==> src/rtl/fade_pwm.sv <==
// Triangular brightness ramp feeding a PWM modulator.
// Define FADE_PWM_SYNC_EN to latch the duty once per PWM period.
module fade_pwm #(
  parameter int PWM_INTERVAL     = 1200,
  parameter int INC_DEC_INTERVAL = 10000,
  parameter int INC_DEC_MAX      = 200
) (
  input  logic clk,
  input  logic rst_n,
  output logic [$clog2(PWM_INTERVAL+1)-1:0] pwm_value,
  output logic pwm_out,
  output logic fade_dir
);

  localparam int VW = $clog2(PWM_INTERVAL+1);
  localparam int SW = (INC_DEC_INTERVAL > 1) ?
                      $clog2(INC_DEC_INTERVAL) : 1;
  localparam int IW = (INC_DEC_MAX > 1) ?
                      $clog2(INC_DEC_MAX) : 1;

  localparam int INC_DEC_VAL = PWM_INTERVAL / INC_DEC_MAX;

  localparam logic [VW-1:0] STEP_VAL  = VW'(INC_DEC_VAL);
  localparam logic [SW-1:0] STEP_LAST = SW'(INC_DEC_INTERVAL-1);
  localparam logic [IW-1:0] INC_LAST  = IW'(INC_DEC_MAX-1);
  localparam logic [VW-1:0] PWM_LAST  = VW'(PWM_INTERVAL-1);

  typedef enum logic {
    INC = 1'b0,
    DEC = 1'b1
  } state_t;

  state_t          state;
  logic [SW-1:0]   step_cnt;
  logic [IW-1:0]   inc_cnt;
  logic [VW-1:0]   pwm_count;
  logic [VW-1:0]   cmp_val;
  logic            step;
  logic            pwm_wrap;

  assign step     = (step_cnt == STEP_LAST);
  assign pwm_wrap = (pwm_count == PWM_LAST);
  assign fade_dir = (state == INC);

  always_ff @(posedge clk or negedge rst_n) begin
    if (!rst_n) begin
      step_cnt <= '0;
    end else if (step) begin
      step_cnt <= '0;
    end else begin
      step_cnt <= step_cnt + 1'b1;
    end
  end

  // Direction flips on the same edge as the last step,
  // so the value lands exactly on 0 or full scale.
  always_ff @(posedge clk or negedge rst_n) begin
    if (!rst_n) begin
      state     <= INC;
      pwm_value <= '0;
      inc_cnt   <= '0;
    end else if (step) begin
      unique case (state)
        INC: pwm_value <= pwm_value + STEP_VAL;
        DEC: pwm_value <= pwm_value - STEP_VAL;
        default: pwm_value <= pwm_value;
      endcase
      if (inc_cnt == INC_LAST) begin
        inc_cnt <= '0;
        state   <= (state == INC) ? DEC : INC;
      end else begin
        inc_cnt <= inc_cnt + 1'b1;
      end
    end
  end

  always_ff @(posedge clk or negedge rst_n) begin
    if (!rst_n) begin
      pwm_count <= '0;
    end else if (pwm_wrap) begin
      pwm_count <= '0;
    end else begin
      pwm_count <= pwm_count + 1'b1;
    end
  end

`ifdef FADE_PWM_SYNC_EN
  logic [VW-1:0] shadow;

  always_ff @(posedge clk or negedge rst_n) begin
    if (!rst_n) begin
      shadow <= '0;
    end else if (pwm_wrap) begin
      shadow <= pwm_value;
    end
  end

  assign cmp_val = shadow;
`else
  assign cmp_val = pwm_value;
`endif

  assign pwm_out = (pwm_count < cmp_val);

endmodule

==> config.mk <==
export PLATFORM = sky130hd
export DESIGN_NAME = fade_pwm
export DESIGN_NICKNAME = d
export VERILOG_FILES = /design/src/rtl/fade_pwm.sv
export SDC_FILE = /design/constraint.sdc
export NUM_CORES = 1
export LEC_CHECK = 0
export BUFFER_PORTS_ARGS = -buffer_cell sky130_fd_sc_hd__buf_2
export CORE_MARGIN = 5
export CORE_UTILIZATION = 35
export CTS_BUF_LIST = sky130_fd_sc_hd__clkbuf_4
export CTS_CLUSTER_SIZE = 16
export DETAILED_ROUTE_END_ITERATION = 6
export GPL_ROUTABILITY_DRIVEN = 0
export PLACE_DENSITY = 0.5
export SLEW_MARGIN = 40
export SYNTH_ARGS = -nofsm -noshare
export SYNTH_HDL_FRONTEND = slang
export SYNTH_SLANG_ARGS = --single-unit
==> constraint.sdc <==
create_clock -name clk -period 2.8 [get_ports clk]
set_input_delay 0.28 -clock clk [delete_from_list [all_inputs] [get_ports clk]]
set_output_delay 0.28 -clock clk [all_outputs]
set_load 0.01 [all_outputs]
==> metrics.md <==
| Metric | Value |
|---|---|
| Final-layout fill cell count | 704 |
| Area of the core region | 6870 µm² |
| Number of failing setup endpoints in the final timing report | 0 |
| Largest voltage drop on the vdd net | 0.142 mV |
| Average instance area after synthesis | 9.65 µm² |
| Ratio of routed vias to standard cells | 4.88 |
| Summed instance area of the synthesized netlist | 2510 µm² |
| Setup TNS | 0 ns |
| Most common flop cell mapped by yosys | sky130_fd_sc_hd__dfrtp_1 |
| Die width | 94.7 µm |
| Number of max-cap violations | 0 |
| Height of the die | 94.7 µm |
| Cell chosen for the clock root | sky130_fd_sc_hd__clkbuf_4 |
| Most area-hungry cell type in the Yosys netlist | sky130_fd_sc_hd__dfrtp_1 |
| Main area contributors after synthesis | sky130_fd_sc_hd__dfrtp_1 44%, sky130_fd_sc_hd__ha_1 10%, sky130_fd_sc_hd__xnor2_1 5.2%, sky130_fd_sc_hd__xor2_1 3.8%, sky130_fd_sc_hd__nand2_1 3.4% |
| Share of async-settable or async-resettable flops after synthesis | 1.00 |
| FMAX | 0.427 GHz |
| Tot GR Track Use | 0.124 |
| Count of endpoints failing hold in the final timing report | 0 |
| Tightest Pin Transition | 0.615 ns |
| HPWL reported at the end of detailed placement | 3500 µm |
| Post-synthesis instance total | 260 |
| Leakage power summed over all cells | 1.24 nW |
| Maximum clock skew at final layout | 0.0108 ns |
| Post-place setup slack | 0.632 ns |
| Run status | complete, no violations |
| Worst relative slew slack | 0.590 |
| Routed wire per std cell | 12.9 µm |
| Power density over the cells | 351 nW/µm² |
| Nets | 302 |
| Net count after synthesis | 283 |
| Final Max Tran Viols | 0 |
| Biggest fanout along the worst timing path | 4 |
| Wire length of the first global-routing pass | 8720 µm |
| Share of final-layout standard cells stronger than drive strength 1 | 0.111 |
| Crit share post-route | 0.836 |
| Total congestion overflow | 0 |
| Post-synthesis register bit count | 44 |
| Type of destination of the critical path | output pin |
| Boundary pin count | 15 |
| Startpoint type of the worst setup path | flip-flop |
| Type of the most critical hold path | input port to asynchronous set/reset pin |
| Clock insertion delay at the later pin of the skew report | 0.36 ns |
| Number of nets with antenna violations after routing | 0 |
| Count of unresolved DRC violations after routing | 0 |
| Number of buffers on the longest clock path | 2 |
| Full die area | 8960 µm² |
| Total number of vias | 1836 |
| Post-route minimum period | 2.34 ns |
| Final setup margin | 0.460 ns |
| Arrival time worst endpoint | 2.06 ns |
| RSZ-0062 raised after global routing | no |
| Largest net degree at the start of global routing | 45 |
| Most frequent cell after synthesis | sky130_fd_sc_hd__dfrtp_1 |
| Critical path required time | 2.52 ns |
| Number of warnings reported in the yosys synthesis log | 0 |
| Number of H-tree levels | 2 |
| Type of the setup path with the least slack | flip-flop to output pin |
| Final wirelength | 4870 µm |
| Yosys cell types | 42 |
| Number of DRC markers after the initial detailed-route iteration | 79 |
| Vias in the first global route | 1762 |
| Clock Pin Slew Worst Setup and Hold Paths | 0.14 ns |
| Antenna fix cells | 0 |
| Clock tree from TritonCTS | yes |
| Top-area cell type share of the netlist area | 0.439 |
| Number of placement rows | 30 |
| Top post-synthesis cells by count | 44 x sky130_fd_sc_hd__dfrtp_1, 23 x sky130_fd_sc_hd__nand2_1, 23 x sky130_fd_sc_hd__nor2_1 |
| P&R area growth vs syn | 10.1% |
| Sink Count | 44 |
| Detailed-routing iteration count for the pre-antenna-repair pass | 4 |
| Resized cells post-CTS | 0 |
| Sequential area share after synthesis | 0.439 |
| IO Port Bufs | 13 |
| Starting utilization of the core area | 0.365 |
| Antenna violations before repair | 0 |
| Number of synthesized flops with an enable pin | 0 |
| Inserted Clock Buffers | 5 |
flip-flops by register name, indices dropped and copies added (netlist names):
signal	cells
state	1
step_cnt	14
pwm_value	10
inc_cnt	8
pwm_count	11
cell usage in the layout, fill, tap and decap left out, types with 2 or more instances in the layout:
| cell type | n |
|---|---|
| sky130_fd_sc_hd__o31ai_1 | 3 |
| sky130_fd_sc_hd__or3_1 | 3 |
| sky130_fd_sc_hd__nand2b_1 | 2 |
| sky130_fd_sc_hd__o21ai_0 | 12 |
| sky130_fd_sc_hd__clkbuf_4 | 5 |
| sky130_fd_sc_hd__a31oi_1 | 2 |
| sky130_fd_sc_hd__o21ai_1 | 8 |
| sky130_fd_sc_hd__and4_1 | 2 |
| sky130_fd_sc_hd__nand3_1 | 11 |
| sky130_fd_sc_hd__nor2b_1 | 6 |
| sky130_fd_sc_hd__and2_1 | 3 |
| sky130_fd_sc_hd__inv_1 | 12 |
| sky130_fd_sc_hd__nand2_1 | 23 |
| sky130_fd_sc_hd__a21oi_1 | 9 |
| sky130_fd_sc_hd__ha_1 | 20 |
| sky130_fd_sc_hd__dfrtp_1 | 44 |
| sky130_fd_sc_hd__buf_4 | 5 |
| sky130_fd_sc_hd__nor2_1 | 23 |
| sky130_fd_sc_hd__buf_2 | 12 |
| sky130_fd_sc_hd__nor3_1 | 6 |
| sky130_fd_sc_hd__clkinvlp_4 | 2 |
| sky130_fd_sc_hd__and3_1 | 7 |
| sky130_fd_sc_hd__a211oi_1 | 2 |
| sky130_fd_sc_hd__xnor2_1 | 15 |
| sky130_fd_sc_hd__nand4_1 | 7 |
| sky130_fd_sc_hd__mux2_2 | 3 |
| sky130_fd_sc_hd__xor2_1 | 11 |
| sky130_fd_sc_hd__o21a_1 | 5 |
path summary, 6_finish.rpt:
path                                end         start  slack, ns  cells past startpoint
setup reg to reg             inc_cnt[5]   step_cnt[0]       0.60                      6
max in group asynchronous  pwm_count[4]         rst_n       1.97                      2
hold reg to reg              inc_cnt[2]    inc_cnt[2]       0.49                      1
hold / removal               inc_cnt[2]         rst_n       0.43                      2
setup / recovery                pwm_out  pwm_value[2]       0.46                      8
min in group clk             inc_cnt[2]    inc_cnt[2]       0.49                      1
power breakdown:
| part | internal (mW) | switching [mW] | total (mW) |
|---|---|---|---|
| registers | 0.636 | 0 | 0.636 |
| clock network | 0.0950 | 0.225 | 0.320 |
| logic | 0.00184 | 0.0130 | 0.0149 |
layout make-up:
| type | instances | area [µm²] | area share |
|---|---|---|---|
| multi-input cells | 198 | 1330 | 0.483 |
| flip-flops and latches | 44 | 1100 | 0.398 |
| well taps | 96 | 120 | 0.0435 |
| repair buffers | 18 | 108 | 0.0389 |
| inverters | 12 | 45.0 | 0.0163 |
| clock buffers | 5 | 37.5 | 0.0136 |
| clock inverters | 3 | 18.8 | 0.00679 |
kinds of logic after synthesis:
logic type / after synthesis / synth area share
and+or+nand+nor: 100 / 0.202
muxes: 3 / 0.0135
buffers and inverters: 18 / 0.0324
AOI/OAI and AO/OA: 47 / 0.113
xor gates and xnor gates: 26 / 0.0907
other: 1 / 0.00149
DFF: 44 / 0.439
adders and majority gates: 21 / 0.108
metal layers:
metal | vias up | wire (µm) | track usage | part of all wire
met5 | - | 0 | 0 | 0
met4 | 0 | 46 | 0.0397 | 0.0095
met3 | 5 | 213 | 0.0343 | 0.044
met2 | 24 | 2020 | 0.173 | 0.42
met1 | 851 | 2580 | 0.184 | 0.53
li1 | 956 | - | - | -
critical path, cell delays in order, from the launching register on:
cell                       delay [ns]
sky130_fd_sc_hd__dfrtp_1         0.42
sky130_fd_sc_hd__inv_1           0.10
sky130_fd_sc_hd__ha_1            0.29
sky130_fd_sc_hd__o21ai_0         0.07
sky130_fd_sc_hd__a21boi_0        0.10
sky130_fd_sc_hd__o21ai_0         0.15
sky130_fd_sc_hd__a21oi_1         0.11
sky130_fd_sc_hd__o41ai_1         0.28
sky130_fd_sc_hd__buf_2           0.20
stage by stage:
stage          utilization  hold slack [ns]  power [mW]  cell area (µm²)  instances
4_1_cts              0.402            0.447       0.993             2760        376
3_3_place_gp         0.392            0.469       0.662             2700        367
2_1_floorplan            -          -0.0156       0.649             2510        260
6_report             0.402            0.434       0.970             2760        376
3_5_place_dp         0.393            0.326       0.663             2700        367
5_1_grt              0.402            0.501        1.02             2760        376
what timing repair did:
item / 4_1_cts / 5_1_grt
hold buffers: 1 / 0
setup endpoints to repair: 0 / 0
setup buffers: 0 / 0
endpoints found under the hold margin: 44 / 0
Power figures use the tool's default switching activity.
